<file path="src/rtl/result_bcd_converter_if.sv">
// Result bus between the divider (master) and the BCD converter (slave).
// The display side reads the converter's packed BCD and status through the same bundle.
interface result_bcd_converter_if #(
  parameter int WIDTH  = 16,
  parameter int DIGITS = 5
);
  logic                  in_valid;
  logic [WIDTH-1:0]      quotient;
  logic [WIDTH-1:0]      remainder;
  logic [4*DIGITS-1:0]   q_bcd;
  logic [4*DIGITS-1:0]   r_bcd;
  logic                  busy;
  logic                  done;
  logic                  overrun;

  modport master (
    output in_valid, quotient, remainder,
    input  q_bcd, r_bcd, busy, done, overrun
  );

  modport slave (
    input  in_valid, quotient, remainder,
    output q_bcd, r_bcd, busy, done, overrun
  );
endinterface

</file>
<file path="src/rtl/result_bcd_converter.sv">
// Converts the divider's quotient and remainder to packed BCD with one shared
// shift-add-3 engine, quotient first, then remainder; outputs update together on done.
module result_bcd_converter #(
  parameter int WIDTH  = 16,
  parameter int DIGITS = 5
) (
  input  logic                    clk,
  input  logic                    rst,
  result_bcd_converter_if.slave   bus
);
  localparam int BW = 4 * DIGITS;
  localparam int SW = BW + WIDTH;
  localparam int CW = (WIDTH > 1) ? $clog2(WIDTH) : 1;
  localparam logic [CW-1:0] LAST_STEP = CW'(WIDTH - 1);

  typedef enum logic [1:0] {IDLE, CONV_Q, CONV_R} state_t;

  state_t          state_reg;
  logic [SW-1:0]   shift_reg;
  logic [SW-1:0]   adj;
  logic [SW-1:0]   step_next;
  logic [WIDTH-1:0] rem_hold_reg;
  logic [BW-1:0]   q_res_reg;
  logic [CW-1:0]   cnt_reg;
  logic [BW-1:0]   q_bcd_reg;
  logic [BW-1:0]   r_bcd_reg;
  logic            busy_reg;
  logic            done_reg;
  logic            overrun_reg;

  // Per-nibble correction; each nibble saturates locally, no carry into the next.
  assign adj[WIDTH-1:0] = shift_reg[WIDTH-1:0];
  generate
    for (genvar gi = 0; gi < DIGITS; gi++) begin : g_adj
      logic [3:0] nib;
      assign nib = shift_reg[WIDTH + 4*gi +: 4];
      assign adj[WIDTH + 4*gi +: 4] = (nib >= 4'd5) ? nib + 4'd3 : nib;
    end
  endgenerate

  assign step_next = {adj[SW-2:0], 1'b0};

  always_ff @(posedge clk or posedge rst) begin
    if (rst) begin
      state_reg    <= IDLE;
      shift_reg    <= '0;
      rem_hold_reg <= '0;
      q_res_reg    <= '0;
      cnt_reg      <= '0;
      q_bcd_reg    <= '0;
      r_bcd_reg    <= '0;
      busy_reg     <= 1'b0;
      done_reg     <= 1'b0;
      overrun_reg  <= 1'b0;
    end else begin
      done_reg <= 1'b0;
      case (state_reg)
        IDLE: begin
          if (bus.in_valid) begin
            rem_hold_reg <= bus.remainder;
            shift_reg    <= {{BW{1'b0}}, bus.quotient};
            cnt_reg      <= '0;
            overrun_reg  <= 1'b0;
            busy_reg     <= 1'b1;
            state_reg    <= CONV_Q;
          end
        end
        CONV_Q: begin
          if (bus.in_valid) overrun_reg <= 1'b1;
          if (cnt_reg == LAST_STEP) begin
            q_res_reg <= step_next[SW-1:WIDTH];
            shift_reg <= {{BW{1'b0}}, rem_hold_reg};
            cnt_reg   <= '0;
            state_reg <= CONV_R;
          end else begin
            shift_reg <= step_next;
            cnt_reg   <= cnt_reg + 1'b1;
          end
        end
        CONV_R: begin
          if (bus.in_valid) overrun_reg <= 1'b1;
          if (cnt_reg == LAST_STEP) begin
            q_bcd_reg <= q_res_reg;
            r_bcd_reg <= step_next[SW-1:WIDTH];
            done_reg  <= 1'b1;
            busy_reg  <= 1'b0;
            cnt_reg   <= '0;
            state_reg <= IDLE;
          end else begin
            shift_reg <= step_next;
            cnt_reg   <= cnt_reg + 1'b1;
          end
        end
        default: state_reg <= IDLE;
      endcase
    end
  end

  assign bus.q_bcd   = q_bcd_reg;
  assign bus.r_bcd   = r_bcd_reg;
  assign bus.busy    = busy_reg;
  assign bus.done    = done_reg;
  assign bus.overrun = overrun_reg;
endmodule

</file>
<file path="src/flat_wrapper.sv">
// flat-port wrapper written by rule: the top's interface ports become plain ports
module result_bcd_converter_flat 
#(
  parameter int WIDTH  = 16,
  parameter int DIGITS = 5
)
  (clk, rst, bus_in_valid, bus_quotient, bus_remainder, bus_q_bcd, bus_r_bcd, bus_busy, bus_done, bus_overrun);
  result_bcd_converter_if #(.WIDTH(WIDTH), .DIGITS(DIGITS)) bus_i ();
  input  logic clk;
  input  logic rst;
  input wire logic [$bits(bus_i.in_valid)-1:0] bus_in_valid;
  input wire logic [$bits(bus_i.quotient)-1:0] bus_quotient;
  input wire logic [$bits(bus_i.remainder)-1:0] bus_remainder;
  output wire logic [$bits(bus_i.q_bcd)-1:0] bus_q_bcd;
  output wire logic [$bits(bus_i.r_bcd)-1:0] bus_r_bcd;
  output wire logic [$bits(bus_i.busy)-1:0] bus_busy;
  output wire logic [$bits(bus_i.done)-1:0] bus_done;
  output wire logic [$bits(bus_i.overrun)-1:0] bus_overrun;
  assign bus_i.in_valid = bus_in_valid;
  assign bus_i.quotient = bus_quotient;
  assign bus_i.remainder = bus_remainder;
  assign bus_q_bcd = bus_i.q_bcd;
  assign bus_r_bcd = bus_i.r_bcd;
  assign bus_busy = bus_i.busy;
  assign bus_done = bus_i.done;
  assign bus_overrun = bus_i.overrun;
  result_bcd_converter #(.WIDTH(WIDTH), .DIGITS(DIGITS)) u_core (.clk(clk), .rst(rst), .bus(bus_i));
endmodule
</file>
<file path="config.mk">
export PLATFORM = sky130hd
export DESIGN_NAME = result_bcd_converter_flat
export DESIGN_NICKNAME = d
export VERILOG_FILES = /design/src/rtl/result_bcd_converter_if.sv /design/src/rtl/result_bcd_converter.sv /design/src/flat_wrapper.sv
export SDC_FILE = /design/constraint.sdc
export NUM_CORES = 1
export LEC_CHECK = 0
export CAP_MARGIN = 10
export CORE_MARGIN = 3
export CORE_UTILIZATION = 30
export DETAILED_ROUTE_END_ITERATION = 16
export PLACE_DENSITY_LB_ADDON = 0.12
export SYNTH_ARGS = -nofsm -noshare
export SYNTH_HDL_FRONTEND = slang
export SYNTH_SLANG_ARGS = --single-unit
</file>
<file path="constraint.sdc">
create_clock -name clk -period 5.35 [get_ports clk]
set_clock_uncertainty 0.05 [all_clocks]
set_input_delay 0.8025 -clock clk [delete_from_list [all_inputs] [get_ports clk]]
set_output_delay 0.8025 -clock clk [all_outputs]
set_load 0.01 [all_outputs]
</file>
==> metrics, run 1 <==
clk buf depth 2; HPWL Detailed 8420 um; post-CTS setup buffer count 0; Max Clk Rate 0.344 GHz; DIE WIDTH 141 um; Die ar. 19900 um^2; Critical Path Sink Type flop; layout cell share with drive strength beyond 1 0.166; Overflow after GRT 0; 1st-iter DRT viols 154; synth unique cells 41; status completed; Site Rows 48; commonest non-fill, non-tap cell in the layout dfrtp_1; Tot GR Track Use 0.133; measured slew at the worst slew-check pin 1.12 ns; minimum clock period after layout 2.91 ns; post-CTS sizing 0; area delta synth->final 27.1%; pwr dens 397 nW/um^2; Final Max Slew Viols 0; syn nets 550; Worst Path Arrival 3.15 ns; instance count on the critical path 6; Multi-input gate area 2230 um^2; WHS Path Cells 2; Ports 78; antenna cells 0; Min Hold Slack 0.419 ns; max-cap violation count 0; via/cell ratio 4.79; crit path max fanout 61; Seq/Total Area, Yosys 0.554; Req. time, crit path 5.59 ns; Leak 2.98 nW; Relative slew margins 0.253; CTS Hold Bufs 0; slowest CP cell nand3_2; RSZ-0062 raised after global routing false; cell family with most CP delay simple AND/OR/NAND/NOR gates; Via Count 3886; Num CTS Buffers 17; Setup CP Type flop to flop; Worst-path clk slew 0.05 ns; iteration count of the initial detailed-routing pass 4; YS warnings 0; initial antenna violation count 0; RePlAce Congestion 0.809; vias in the first global route 3999; DRC viols 0; Synth Cell Area 5470 um^2; initial core utilization 0.311; Tcrit/Tclk final 0.543; #FFs+latches synth 121; crit path buf inv count 1; CTS tree built; CTS sink cnt 121; Setup-failing EPs final 0; Hold Vio Cnt, Final 0; placed inst area 6400 um^2; CP cell instances inv_1 > ha_1 > nand4_4 > nand3_2 > a21oi_1 > a221o_1; Gate Count Post-Synth 500; Startpoint Class flop; setup TNS 0 ns; post-route ant nets 0; final wirelength 12300 um; Syn Area/Cell 10.9 um^2; PortBufs 77; crit-path max cell delay 0.82 ns; post-route cell area 6950 um^2; pin count of the biggest net entering global routing 62; final core utilization 0.395; fin nets 624; core area 17600 um^2; clock root buffer clkbuf_16; Worst IR Drop VDD 0.000233 V; global-route wire length before repair 21000 um; Skew-Pair Late Insertion Delay 0.41 ns; Routed wire per std cell 15.2 um; Hold WC Path Type flop to flop; max reg flops 36; sequential cell area 3030 um^2; Filler Cell Count 1697; commonest non-fill, non-tap cells in the layout dfrtp_1, clkdlybuf4s50_1, nand2_1, o21ai_0, mux2_2; H-tree Lvls 4; r2r worst-path depth 6; die height 141 um
==> cell usage after synthesis (all sizes together) <==
cell type  number  area, um^2
a211oi          1        7.51
a21boi          1        7.51
a21o            1        7.51
a21oi          27         135
a221o           7        70.1
a22o            1        8.76
a31oi          11        68.8
and3            9        56.3
and4            1        8.76
buf            18         120
clkbuf          8        30.0
dfrtp         121        3030
ha             15         188
inv            15        56.3
mux2           43         484
nand2          76         293
nand2b          7        43.8
nand3          13        75.1
nand4           2        27.5
nand4b          1        8.76
nor2           15        58.8
nor2b           8        50.1
nor3            6        41.3
nor3b           9        67.6
o21ai          65         329
o22ai           9         113
o31ai           2        15.0
or2             2        15.0
or2b            1        11.3
xnor2           5        43.8
==> tightest hold or removal path: stages (launching register included) <==
cell and delay (ns):
dfrtp_1 0.33, nand2_1 0.04, o21ai_0 0.06
==> power by group <==
part / internal [W] / leakage (nW) / switching [W]
Sequential: 0.00106 / 1.61 / 0.0000893
Clock: 0.000644 / 0.264 / 0.000412
Combinational: 0.000237 / 1.10 / 0.000319
==> through the flow <==
step / cells / power [W] / setup slack, ns
after global placement: 780 / 0.00171 / 2.45
final: 811 / 0.00276 / 2.44
after floorplan: 500 / 0.00158 / 1.28
after detailed placement: 780 / 0.00173 / 2.35
after global routing: 811 / 0.00293 / 2.15
after CTS: 811 / 0.00280 / 2.36
==> metal layers <==
| metal | up-vias | routed length, um | track usage |
|---|---|---|---|
| li1 | 1904 | - | - |
| met1 | 1909 | 5590 | 0.171 |
| met2 | 63 | 6020 | 0.212 |
| met3 | 10 | 569 | 0.0448 |
| met4 | 0 | 143 | 0.0413 |
| met5 | - | 0 | 0 |
==> kinds of logic (layout without fill, tap and decap cells) <==
logic type	after synthesis	after routing	share of synthesized area
adder cells (fa/ha/maj)	15	15	0.0343
flip-flops	121	121	0.554
multiplexers	43	43	0.0885
AND/OR/NAND/NOR	150	150	0.138
buffers and inverters	41	127	0.0377
AO/OA/AOI/OAI	125	125	0.139
XOR/XNOR	5	5	0.00801
==> cell type report <==
class                   count  share of cell area
multi-input cells         338               0.322
clock buffers              19              0.0637
well taps                 225              0.0405
repair buffers             81               0.115
flip-flops and latches    121               0.436
clock inverters            12              0.0149
inverters                  15             0.00846
==> path summary, 6_finish.rpt <==
check / startpoint / end / slack [ns]
min in group asynchronous: rst / u_core.bus.q_bcd[14] / 0.81
max: u_core.state_reg[0] / u_core.shift_reg[7] / 2.44
max reg2reg: u_core.state_reg[0] / u_core.shift_reg[7] / 2.44
min: u_core.q_res_reg[13] / u_core.q_res_reg[13] / 0.42
min reg2reg: u_core.q_res_reg[13] / u_core.q_res_reg[13] / 0.42
max in group asynchronous: rst / u_core.q_res_reg[7] / 3.51
Note: power is estimated with default switching activity, not from simulation.
==> run 2, diff against run 1 <==
Clock period 5.35 ns to 2.8 ns, I/O delays scaled along.
==> run 2 against run 1 <==
Net effect: worst hold slack gained 0.0041 ns; fmax grew 41%; die area is the same; routed wire length shrank 0.91%; non-clock buffer count grew 8; clock power grew 120%; sequential cell count is the same; cell count grew 0.99%; critical path type unchanged; largest cell class unchanged; largest power group is now clock.
==> metrics, run 2 (synthesis results as in run 1) <==
status completed; commonest non-fill, non-tap cell in the layout dfrtp_1; Worst IR Drop VDD 0.000441 V; HPWL Detailed 8460 um; Req. time, crit path 3.08 ns; Setup CP Type flop to flop; RSZ-0062 raised after global routing false; Hold Vio Cnt, Final 0; sequential cell area 3030 um^2; Filler Cell Count 1684; via/cell ratio 4.78; Max Clk Rate 0.486 GHz; vias in the first global route 4055; Worst-path clk slew 0.05 ns; CTS Hold Bufs 0; max-cap violation count 0; CTS tree built; Seq pwr share 0.396; Tcrit/Tclk final 0.735; H-tree Lvls 4; clock root buffer clkbuf_16; R2R Path End u_core.shift_reg[15]; initial antenna violation count 0; iteration count of the initial detailed-routing pass 4; setup TNS 0 ns; CTS sink cnt 121; final worst slack 0.743 ns; post-CTS setup buffer count 0; DR top layer met4; crit path to u_core.shift_reg[15]; Placement Setup Slack 0.669 ns; post-CTS sizing 0; Int Pwr 0.00404 W; antenna cells 0; Num CTS Buffers 17; met2 WL 5700 um; global-route wire length before repair 20900 um; Die ar. 19900 um^2; clk buf depth 2; Relative slew margins 0.556; Ports 78; clock power share 0.411; Leak 3.06 nW; minimum clock period after layout 2.06 ns; Sw Pwr 0.00152 W; r2r worst-path depth 7; measured slew at the worst slew-check pin 0.665 ns; DIE WIDTH 141 um; fin nets 632; combinational power share 0.194; FF-to-FF setup slack 0.74 ns; WHS Path Cells 2; die height 141 um; Site Rows 48; final wirelength 12200 um; CP startpoint u_core.cnt_reg[0]; RR Startpoint u_core.cnt_reg[0]; Final Max Slew Viols 0; M1 wire length 5850 um; Routed wire per std cell 14.9 um; core area 17600 um^2; commonest non-fill, non-tap cells in the layout dfrtp_1, clkdlybuf4s50_1, nand2_1, o21ai_0, mux2_2; Power Total 0.00556 W; Hold WC Path Type flop to flop; Via Count 3916; area delta synth->final 29.9%; crit path max fanout 15; Min Hold Slack 0.424 ns; met3 wire length 523 um; max reg flops 36; PortBufs 77; Overflow after GRT 0; Multi-input gate area 2230 um^2; DRC viols 0; Tot GR Track Use 0.132; Critical Path Sink Type flop; pin count of the biggest net entering global routing 122; post-route ant nets 0; RePlAce Congestion 0.763; Skew-Pair Late Insertion Delay 0.41 ns; Startpoint Class flop; pwr dens 782 nW/um^2; Setup-failing EPs final 0; layout cell share with drive strength beyond 1 0.177; switching part of the total power 0.273; Worst Path Arrival 2.34 ns; 1st-iter DRT viols 123; initial core utilization 0.311
run 2: cell types whose count changed in the layout (fill, tap and decap cells not counted), sizes merged:
cell      delta
buf          +8
bufinv       +2
clkbuf       +5
clkinv       -5
clkinvlp     -1
inv          -1
run 2: metal layers:
| metal | up-vias | track usage |
|---|---|---|
| met2 | 85 | 0.205 |
| met3 | 16 | 0.0441 |
| met5 | - | 0 |
| met1 | 1889 | 0.174 |
| li1 | 1926 | - |
| met4 | 0 | 0.0464 |
run 2: layout make-up:
| class | count | share of cell area |
|---|---|---|
| Sequential cell | 121 | 0.426 |
| Multi-Input combinational cell | 338 | 0.315 |
| Clock buffer | 24 | 0.0721 |
| Clock inverter | 7 | 0.0159 |
| Tap cell | 225 | 0.0396 |
| Inverter | 15 | 0.00846 |
| Timing Repair Buffer | 89 | 0.123 |
run 2: metrics by stage:
| stage | cell area (um^2) | utilization | std cells |
|---|---|---|---|
| 2_1_floorplan | 5470 | - | 500 |
| 6_report | 7100 | 0.404 | 819 |
| 3_5_place_dp | 6480 | 0.368 | 788 |
| 5_1_grt | 7100 | 0.404 | 819 |
| 4_1_cts | 7100 | 0.404 | 819 |
| 3_3_place_gp | 6480 | 0.368 | 788 |
run 2: how the worst min path moves through the flow:
stage / start / to
2_1_floorplan: u_core.q_res_reg[0] / u_core.q_res_reg[0]
3_3_place_gp: u_core.q_res_reg[0] / u_core.q_res_reg[0]
3_5_place_dp: u_core.q_res_reg[0] / u_core.q_res_reg[0]
4_1_cts: u_core.q_res_reg[0] / u_core.q_res_reg[0]
5_1_grt: u_core.q_res_reg[9] / u_core.q_res_reg[9]
6_report: u_core.q_res_reg[9] / u_core.q_res_reg[9]
run 2: power groups by stage:
stage / Clock (W) / Combinational, W / Sequential (W)
detailed placement: 0 / 0.00110 / 0.00223
floorplan: 0 / 0.000847 / 0.00217
finish: 0.00228 / 0.00108 / 0.00220
CTS: 0.00235 / 0.00110 / 0.00220
global placement: 0 / 0.00107 / 0.00222
global route: 0.00244 / 0.00122 / 0.00224
run 2: worst max-delay path: stages, from the launching register on:
cell     delay, ns
dfrtp_1       0.42
ha_1          0.33
nand4_4       0.26
inv_2         0.08
nor3_4        0.33
buf_4         0.24
o21ai_0       0.09
o21ai_0       0.16
==> run 3, diff against run 2 <==
Clock period 2.8 ns to 1.7 ns, I/O delays scaled along.
==> run 3 against run 2 <==
Net effect: the flow now finishes with violations (negative setup slack); worst hold slack got worse by 0.25 ns; via count is 7.0% higher; first-iteration DRC count is 33% higher; register-to-register slack worse by 0.74 ns.
==> metrics, run 3 (synthesis results as in run 1) <==
Num CTS Buffers 17; final worst slack -0.00125 ns; post-route ant nets 0; failing checks negative setup slack; iteration count of the initial detailed-routing pass 4; Relative slew margins 0.695; 1st-iter DRT viols 163; final core utilization 0.455; Worst IR Drop VDD 0.000790 V; crit path max fanout 9; Layout Cells excl Fill 877; commonest non-fill, non-tap cell in the layout dfrtp_1; Tot GR Track Use 0.137; vias in the first global route 4292; CTS sink cnt 121; Tcrit/Tclk final 1.00; clock root buffer clkbuf_16; Site Rows 48; Die ar. 19900 um^2; measured slew at the worst slew-check pin 0.456 ns; via/cell ratio 4.78; Inst Count DP 836; Hold Vio Cnt, Final 0; RePlAce Congestion 0.781; Worst-path clk slew 0.06 ns; die height 141 um; Critical Path Sink Type flop; Setup-failing EPs final 1; Setup CP Type flop to flop; Skew-Pair Late Insertion Delay 0.41 ns; global-route wire length before repair 21700 um; area delta synth->final 46.4%; Routed wire per std cell 15.1 um; DIE WIDTH 141 um; Req. time, crit path 1.93 ns; HPWL Detailed 9360 um; status complete, but fails checks; max-cap violation count 0; max reg flops 36; antenna cells 0; initial antenna violation count 0; Leak 3.46 nW; Startpoint Class flop; initial core utilization 0.311; commonest non-fill, non-tap cells in the layout dfrtp_1, clkdlybuf4s50_1, nand2_1, o21ai_0, buf_4; minimum clock period after layout 1.70 ns; Placement Setup Slack -0.174 ns; core area 17600 um^2; placed inst area 6970 um^2; DRC viols 0; RSZ-0062 raised after global routing true; CTS Hold Bufs 0; layout cell share with drive strength beyond 1 0.321; Via Count 4189; Filler Cell Count 1626; pwr dens 1250 nW/um^2; Final Max Slew Viols 0; clk buf depth 2; pin count of the biggest net entering global routing 36; final wirelength 13300 um; setup TNS -0.00125 ns; H-tree Lvls 4; fin nets 689; Hold WC Path Type input pin to asynchronous set/reset pin; Overflow after GRT 0; Ports 78; Worst Path Arrival 1.93 ns; PortBufs 77; Max Clk Rate 0.588 GHz; CTS tree built; post-route cell area 8000 um^2
[run 3: cell count changes in the layout (fill, tap and decap cells not counted), sizes merged]
cell,previous run,this run
clkinv,3,6
bufinv,3,2
buf,12,67
clkbuf,24,22
dlymetal6s2s,0,1
clkdlybuf4s50,77,76
clkinvlp,2,4
inv,14,15
[run 3: per-layer routing]
layer | vias up | GRT usage | routed length (um)
met5 | - | 0 | 0
met4 | 0 | 0.0433 | 265
met3 | 19 | 0.0434 | 430
met2 | 84 | 0.218 | 6510
met1 | 2050 | 0.178 | 6060
li1 | 2036 | - | -
[run 3: worst paths after layout]
kind | start | endpoint | slack, ns | cells after the start
setup reg to reg | u_core.state_reg[1] | u_core.shift_reg[21] | -0.001 | 7
hold reg to reg | u_core.q_res_reg[0] | u_core.q_res_reg[0] | 0.42 | 2
max in group asynchronous | rst | u_core.bus.q_bcd[1] | 0.91 | 3
setup / recovery | u_core.state_reg[1] | u_core.shift_reg[21] | -0.001 | 7
min in group clk | bus_remainder[13] | u_core.rem_hold_reg[13] | 0.40 | 2
hold / removal | rst | u_core.bus.r_bcd[19] | 0.17 | 2
[run 3: timing repair]
action | CTS | global route
endpoints found under the setup margin | 54 | 74
cloned | 0 | 3
pin swaps | 5 | 18
resized for setup | 17 | 73
buffers inserted | 3 | 3
[run 3: report_power, final]
| part | switching (W) | total, W | internal (W) |
|---|---|---|---|
| clock | 0.00130 | 0.00348 | 0.00218 |
| combinational | 0.00133 | 0.00283 | 0.00150 |
| sequential | 0.000333 | 0.00367 | 0.00334 |
[run 3: worst max-delay path: stages, from the launching register on]
cell	delay, ns
dfrtp_2	0.46
ha_4	0.20
nand4_4	0.14
inv_2	0.07
nor3_4	0.20
buf_12	0.16
buf_6	0.17
o22ai_2	0.09
[run 3: per-stage QoR]
stage / power, W / hold slack, ns
floorplan: 0.00499 / 0.356
global placement: 0.00589 / 0.407
detailed placement: 0.00595 / 0.418
CTS: 0.00961 / 0.165
global route: 0.0106 / 0.194
finish: 0.00998 / 0.173
[run 3: final cells by class]
cell class | instances | area (um^2) | area share
sequential | 121 | 3030 | 0.378
multi-input combinational | 338 | 2520 | 0.315
timing repair buffer | 146 | 1540 | 0.192
clock buffer | 20 | 447 | 0.0558
tap | 225 | 282 | 0.0352
clock inverter | 12 | 125 | 0.0156
inverter | 15 | 62.6 | 0.00782
